### config.mk
export PLATFORM = sky130hd
export DESIGN_NAME = instr_select_mc_flat
export DESIGN_NICKNAME = d
export VERILOG_FILES = /design/src/rtl/instr_sel_pkg.sv /design/src/rtl/instr_select_mc_if.sv /design/src/rtl/instr_sel_arb.sv /design/src/rtl/instr_select_mc.sv /design/src/flat_wrapper.sv
export SDC_FILE = /design/constraint.sdc
export NUM_CORES = 1
export LEC_CHECK = 0
export ABC_AREA = 0
export BUFFER_PORTS_ARGS = -buffer_cell sky130_fd_sc_hd__buf_2
export CORE_UTILIZATION = 54
export CTS_CLUSTER_DIAMETER = 80
export DETAILED_ROUTE_END_ITERATION = 10
export PLACE_DENSITY = 0.8
export RECOVER_POWER = 25
export SLEW_MARGIN = 15
export SYNTH_ARGS = -nofsm -noshare
export SYNTH_HDL_FRONTEND = slang
export SYNTH_SLANG_ARGS = --single-unit
### constraint.sdc
create_clock -name clk -period 4.1 [get_ports clk]
set_input_delay 0.205 -clock clk [delete_from_list [all_inputs] [get_ports clk]]
set_output_delay 0.205 -clock clk [all_outputs]
set_load 0.01 [all_outputs]
### src/rtl/instr_sel_pkg.sv
// Shared constants, channel index type and index-width helper for the instruction selector.
package instr_sel_pkg;

  localparam int unsigned DefaultWidth  = 16;
  localparam int unsigned DefaultNumSrc = 2;

  // Channel index width, never narrower than one bit.
  function automatic int unsigned idx_width(input int unsigned n);
    return (n > 1) ? $clog2(n) : 1;
  endfunction

  typedef logic [idx_width(DefaultNumSrc)-1:0] src_idx_t;

endpackage

### src/rtl/instr_select_mc_if.sv
// Source/control/output bundle of instr_select_mc; slave is the selector side.
interface instr_select_mc_if #(
  parameter int unsigned WIDTH   = instr_sel_pkg::DefaultWidth,
  parameter int unsigned NUM_SRC = instr_sel_pkg::DefaultNumSrc
) ();

  logic [NUM_SRC-1:0]                             src_strobe;
  logic [NUM_SRC*WIDTH-1:0]                       src_instr;
  logic                                           halt;
  logic                                           exec_ready;
  logic                                           overrun_clr;
  logic [WIDTH-1:0]                               instr_out;
  logic                                           instr_valid;
  logic [instr_sel_pkg::idx_width(NUM_SRC)-1:0]   instr_src;
  logic [NUM_SRC-1:0]                             overrun;

  modport master (
    output src_strobe, src_instr, halt, exec_ready, overrun_clr,
    input  instr_out, instr_valid, instr_src, overrun
  );

  modport slave (
    input  src_strobe, src_instr, halt, exec_ready, overrun_clr,
    output instr_out, instr_valid, instr_src, overrun
  );

endinterface

### src/rtl/instr_sel_arb.sv
// Combinational arbiter: fixed lowest-index priority, or round-robin from ptr+1 when
// INSTR_SEL_RR_EN is defined.
module instr_sel_arb import instr_sel_pkg::*; #(
  parameter int unsigned NUM_SRC = DefaultNumSrc,
  parameter int unsigned IdxW    = idx_width(NUM_SRC)
) (
  input  logic [NUM_SRC-1:0] pend,
  input  logic [IdxW-1:0]    ptr,
  output logic [NUM_SRC-1:0] gnt,
  output logic [IdxW-1:0]    gnt_idx
);

`ifdef INSTR_SEL_RR_EN
  logic [IdxW-1:0] cand;

  // Walk from farthest to nearest so the channel right after ptr overrides the rest.
  always_comb begin
    gnt     = '0;
    gnt_idx = '0;
    cand    = '0;
    for (int unsigned k = NUM_SRC; k >= 1; k--) begin
      cand = IdxW'((32'(ptr) + k) % NUM_SRC);
      if (pend[cand]) begin
        gnt       = '0;
        gnt[cand] = 1'b1;
        gnt_idx   = cand;
      end
    end
  end
`else
  logic unused_ptr;
  assign unused_ptr = ^ptr;

  always_comb begin
    gnt     = '0;
    gnt_idx = '0;
    for (int i = NUM_SRC - 1; i >= 0; i--) begin
      if (pend[i]) begin
        gnt     = '0;
        gnt[i]  = 1'b1;
        gnt_idx = IdxW'(i);
      end
    end
  end
`endif

endmodule

### src/rtl/instr_select_mc.sv
// Multi-source instruction selector with per-channel holding registers and a registered
// valid/ready output stage. INSTR_SEL_RR_EN selects round-robin arbitration.
module instr_select_mc import instr_sel_pkg::*; #(
  parameter int unsigned WIDTH   = DefaultWidth,
  parameter int unsigned NUM_SRC = DefaultNumSrc
) (
  input logic              clk,
  input logic              reset,
  instr_select_mc_if.slave bus
);

  localparam int unsigned IdxW = idx_width(NUM_SRC);

  logic [NUM_SRC-1:0] pend_q, pend_d, capture, gnt, issue_gnt, ovr_set;
  logic [NUM_SRC-1:0] overrun_q, overrun_d;
  logic [WIDTH-1:0]   hold_q [NUM_SRC];
  logic [IdxW-1:0]    ptr, gnt_idx;
  logic               issue;

  logic [WIDTH-1:0]   out_q, out_d;
  logic [IdxW-1:0]    src_q, src_d;
  logic               valid_q, valid_d;

  instr_sel_arb #(
    .NUM_SRC (NUM_SRC),
    .IdxW    (IdxW)
  ) u_arb (
    .pend    (pend_q),
    .ptr     (ptr),
    .gnt     (gnt),
    .gnt_idx (gnt_idx)
  );

  assign issue     = !bus.halt && (|pend_q) && (!valid_q || bus.exec_ready);
  assign issue_gnt = issue ? gnt : '0;

  // A strobe on the channel being granted refills it; otherwise an occupied slot drops data.
  assign capture   = bus.src_strobe & (~pend_q | issue_gnt);
  assign pend_d    = capture | (pend_q & ~issue_gnt);
  assign ovr_set   = bus.src_strobe & pend_q & ~issue_gnt;
  assign overrun_d = (overrun_q & ~{NUM_SRC{bus.overrun_clr}}) | ovr_set;

  always_comb begin
    out_d   = out_q;
    src_d   = src_q;
    valid_d = valid_q;
    if (issue) begin
      out_d   = hold_q[gnt_idx];
      src_d   = gnt_idx;
      valid_d = 1'b1;
    end else if (!bus.halt && valid_q && bus.exec_ready) begin
      valid_d = 1'b0;
    end
  end

  always_ff @(posedge clk) begin
    if (reset) begin
      pend_q    <= '0;
      overrun_q <= '0;
      out_q     <= '0;
      src_q     <= '0;
      valid_q   <= 1'b0;
    end else begin
      pend_q    <= pend_d;
      overrun_q <= overrun_d;
      out_q     <= out_d;
      src_q     <= src_d;
      valid_q   <= valid_d;
    end
  end

  // Holding data needs no reset; pend qualifies it.
  always_ff @(posedge clk) begin
    for (int i = 0; i < NUM_SRC; i++) begin
      if (capture[i]) begin
        hold_q[i] <= bus.src_instr[i*WIDTH +: WIDTH];
      end
    end
  end

`ifdef INSTR_SEL_RR_EN
  logic [IdxW-1:0] ptr_q;

  always_ff @(posedge clk) begin
    if (reset) begin
      ptr_q <= IdxW'(NUM_SRC - 1);
    end else if (issue) begin
      ptr_q <= gnt_idx;
    end
  end

  assign ptr = ptr_q;
`else
  assign ptr = IdxW'(NUM_SRC - 1);
`endif

  assign bus.instr_out   = out_q;
  assign bus.instr_src   = src_q;
  assign bus.instr_valid = valid_q;
  assign bus.overrun     = overrun_q;

endmodule

### src/flat_wrapper.sv
// flat-port wrapper written by rule: the top's interface ports become plain ports
module instr_select_mc_flat import instr_sel_pkg::*;
#(
  parameter int unsigned WIDTH   = DefaultWidth,
  parameter int unsigned NUM_SRC = DefaultNumSrc
)
  (clk, reset, bus_src_strobe, bus_src_instr, bus_halt, bus_exec_ready, bus_overrun_clr, bus_instr_out, bus_instr_valid, bus_instr_src, bus_overrun);
  instr_select_mc_if #(.WIDTH(WIDTH), .NUM_SRC(NUM_SRC)) bus_i ();
  input logic clk;
  input logic reset;
  input wire logic [$bits(bus_i.src_strobe)-1:0] bus_src_strobe;
  input wire logic [$bits(bus_i.src_instr)-1:0] bus_src_instr;
  input wire logic [$bits(bus_i.halt)-1:0] bus_halt;
  input wire logic [$bits(bus_i.exec_ready)-1:0] bus_exec_ready;
  input wire logic [$bits(bus_i.overrun_clr)-1:0] bus_overrun_clr;
  output wire logic [$bits(bus_i.instr_out)-1:0] bus_instr_out;
  output wire logic [$bits(bus_i.instr_valid)-1:0] bus_instr_valid;
  output wire logic [$bits(bus_i.instr_src)-1:0] bus_instr_src;
  output wire logic [$bits(bus_i.overrun)-1:0] bus_overrun;
  assign bus_i.src_strobe = bus_src_strobe;
  assign bus_i.src_instr = bus_src_instr;
  assign bus_i.halt = bus_halt;
  assign bus_i.exec_ready = bus_exec_ready;
  assign bus_i.overrun_clr = bus_overrun_clr;
  assign bus_instr_out = bus_i.instr_out;
  assign bus_instr_valid = bus_i.instr_valid;
  assign bus_instr_src = bus_i.instr_src;
  assign bus_overrun = bus_i.overrun;
  instr_select_mc #(.WIDTH(WIDTH), .NUM_SRC(NUM_SRC)) u_core (.clk(clk), .reset(reset), .bus(bus_i));
endmodule
==> flow_summary_export.csv <==
group,metric,value,unit
run,cap_viol_max_count,0,
worst_setup_path,crit_arrival,1760,ps
layout,fin_util,0.699,
layout,fillers,280,
placed_design,dpl.cell_count,230,
worst_setup_path,cp_data_required_time,4030,ps
floorplanning,dieArea,4020,µm²
route,wl,3690,µm
cts,h-tree-depth,2,
global_route,grt_pass1_wl,5800,µm
global_route,grt_pass1_vias,1235,
timing,clock_skew,7.88,ps
cts,clock_latency,300,ps
pwr,vdd_ir_drop_max,0.000305,V
layout,mostFrequentLayoutCell,"buf_2",
pwr,p_leak,1.04,nW
floorplanning,rows,21,
worst_setup_path,crit_slowest_cell,"and2_1",
placed_design,io_buffers,58,
worst_hold_path,worstHoldPathCells,1,
layout,final_layout_size_suffix_gt1_frac,0.401,
run_status,status,"completed",
timing,worst_slack,2260,ps
layout,final_cell_mix,"buf_2, edfxtp_1, dfxtp_1",
floorplanning,core_area,3470,µm²
timing,fin_crit_sh,0.448,
placed_design,place_congestion,0.743,
global_route,grt_usage,0.198,
logic_synthesis,syn_nets,175,
logic_synthesis,synth_seq_cells,54,
timing,setup_tns,0,ps
cts,numCtsBuffers,5,
global_route,grt-ovfl-total,0,
worst_setup_path,reg2reg_depth,3,
worst_hold_path,hold_class,"in -> reg",
layout,antenna_cells,0,
worst_setup_path,max_stage_delay,710,ps
timing,period_needed,1840,ps
route,wire_per_inst,15.5,µm
floorplanning,die_height,63.4,µm
global_route,grt_max_degree,24,
timing,grt_setup_unrepaired,"false",
worst_setup_path,path_class,"reg -> reg",
timing,relSlewSlack,0.302,
worst_setup_path,path_cells,"nor2b_1, o21ai_0, and2_1",
logic_synthesis,ys_warn_count,0,
cts,cts_resized,0,
route,drtAntennaViolNets,0,
floorplanning,initial_core_util,0.587,
pwr,power_density,456,nW/µm²
cts,cts_setup_buffers,0,
timing,setup_viol,0,
cts,cts-root-buf,"clkbuf_8",
route,drc,0,
layout,instances_no_fill,238,
layout,nNetsFinal,230,
route,vias,1274,
placed_design,pre_cts_slack,2280,ps
logic_synthesis,yosysUniqueCellTypes,25,
worst_setup_path,worstSetupEndpointType,"flop",
global_route,antenna_found_initial,0,
cts,cts_tree,"built",
route,initialDrtViolationCount,34,
cts,clock_sinks,54,
logic_synthesis,synth.avg_cell_area,15.0,µm²
cts,clk_pin_slew_worst_paths,90,ps
route,drt_first_pass_iters,4,
route,viasPerCell,5.35,
logic_synthesis,ys_seq_area_frac,0.688,
floorplanning,ios,59,
floorplanning,die_w,63.4,µm
layout,syn_to_final_growth,19.2,%
logic_synthesis,syn_inst,136,
cts,clock_path_buffers,2,
timing,max_freq,544,MHz
timing,whs,72.8,ps
worst_setup_path,cp-start-kind,"flop",
timing,slew_violations,0,
timing,finalHoldViolCount,0,
cts,hold_buffers,0,
worst_setup_path,cp_max_fo,16,
logic_synthesis,syn-cell-area,2040,µm²
placed_design,place_hpwl,2380,µm
timing,tightest_slew,1050,ps
[cell type report]
type | count | area, µm² | share of cell area
Clock buffer | 7 | 86.3 | 0.0356
Clock inverter | 1 | 30.0 | 0.0124
Inverter | 3 | 11.3 | 0.00464
Multi-Input combinational cell | 69 | 549 | 0.226
Sequential cell | 54 | 1400 | 0.578
Tap cell | 46 | 57.6 | 0.0237
Timing Repair Buffer | 58 | 290 | 0.120
[Yosys cell counts, drive strengths merged]
cell,number,area share
edfxtp,32,0.47
dfxtp,22,0.22
a21oi,20,0.049
a211oi,16,0.084
mux2i,16,0.079
buf,9,0.034
nand2b,4,0.012
and2,3,0.010
inv,3,0.0055
o31ai,2,0.0074
a311oi,1,0.0043
a31oi,1,0.0031
clkbuf,1,0.0018
nor2,1,0.0018
nor2b,1,0.0031
o21ai,1,0.0025
o21ba,1,0.0049
o311ai,1,0.0043
or3b,1,0.0043
[kinds of logic after synthesis]
logic type	Yosys count	share of synthesized area
AND/OR/NAND/NOR	10	0.0320
buffers and inverters	13	0.0418
flip-flops	54	0.688
AO/OA/AOI/OAI	43	0.159
multiplexers	16	0.0787
[critical path, delay by kind of cell (launching register included)]
kind	cells	cell delay, ps
flip-flops	1	340
AO/OA/AOI/OAI	1	260
AND/OR/NAND/NOR	2	860
[flip-flops by register name (all words and copies together) (netlist names)]
| name | cells |
|---|---|
| u_core.bus.instr_out | 16 |
| u_core.bus.instr_src | 1 |
| u_core.bus.instr_valid | 1 |
| u_core.bus.overrun | 2 |
| u_core.hold_q | 32 |
| u_core.pend_q | 2 |
[path summary, 6_finish.rpt]
| check | slack (ps) | startpoint | end |
|---|---|---|---|
| worst min register to register | 490 | u_core.bus.overrun[1] | u_core.bus.overrun[1] |
| worst min-delay path | 70 | bus_src_instr[22] | u_core.hold_q[1][6] |
| worst max-delay path | 2260 | u_core.bus.instr_valid | u_core.hold_q[0][0] |
| worst max register to register | 2260 | u_core.bus.instr_valid | u_core.hold_q[0][0] |
[where the power goes]
part | leakage [nW] | internal, mW | switching (mW)
clock | 0.0585 | 0.199 | 0.156
sequential | 0.490 | 0.615 | 0.0143
combinational | 0.488 | 0.0527 | 0.0694
total | 1.04 | 0.866 | 0.240
[per-layer routing]
metal / up-vias / share of wire / GRT usage
li1: 626 / - / -
met1: 606 / 0.42 / 0.231
met2: 38 / 0.51 / 0.335
met3: 4 / 0.060 / 0.0688
met4: 0 / 0.0095 / 0.0710
met5: - / 0 / 0
[metrics by stage]
| stage | cell area, µm² | total power [mW] |
|---|---|---|
| 3_5_place_dp | 2310 | 0.764 |
| 2_1_floorplan | 2040 | 0.721 |
| 6_report | 2430 | 1.11 |
| 5_1_grt | 2430 | 1.15 |
| 4_1_cts | 2430 | 1.12 |
| 3_3_place_gp | 2310 | 0.759 |
Note: power is estimated with default switching activity, not from simulation.
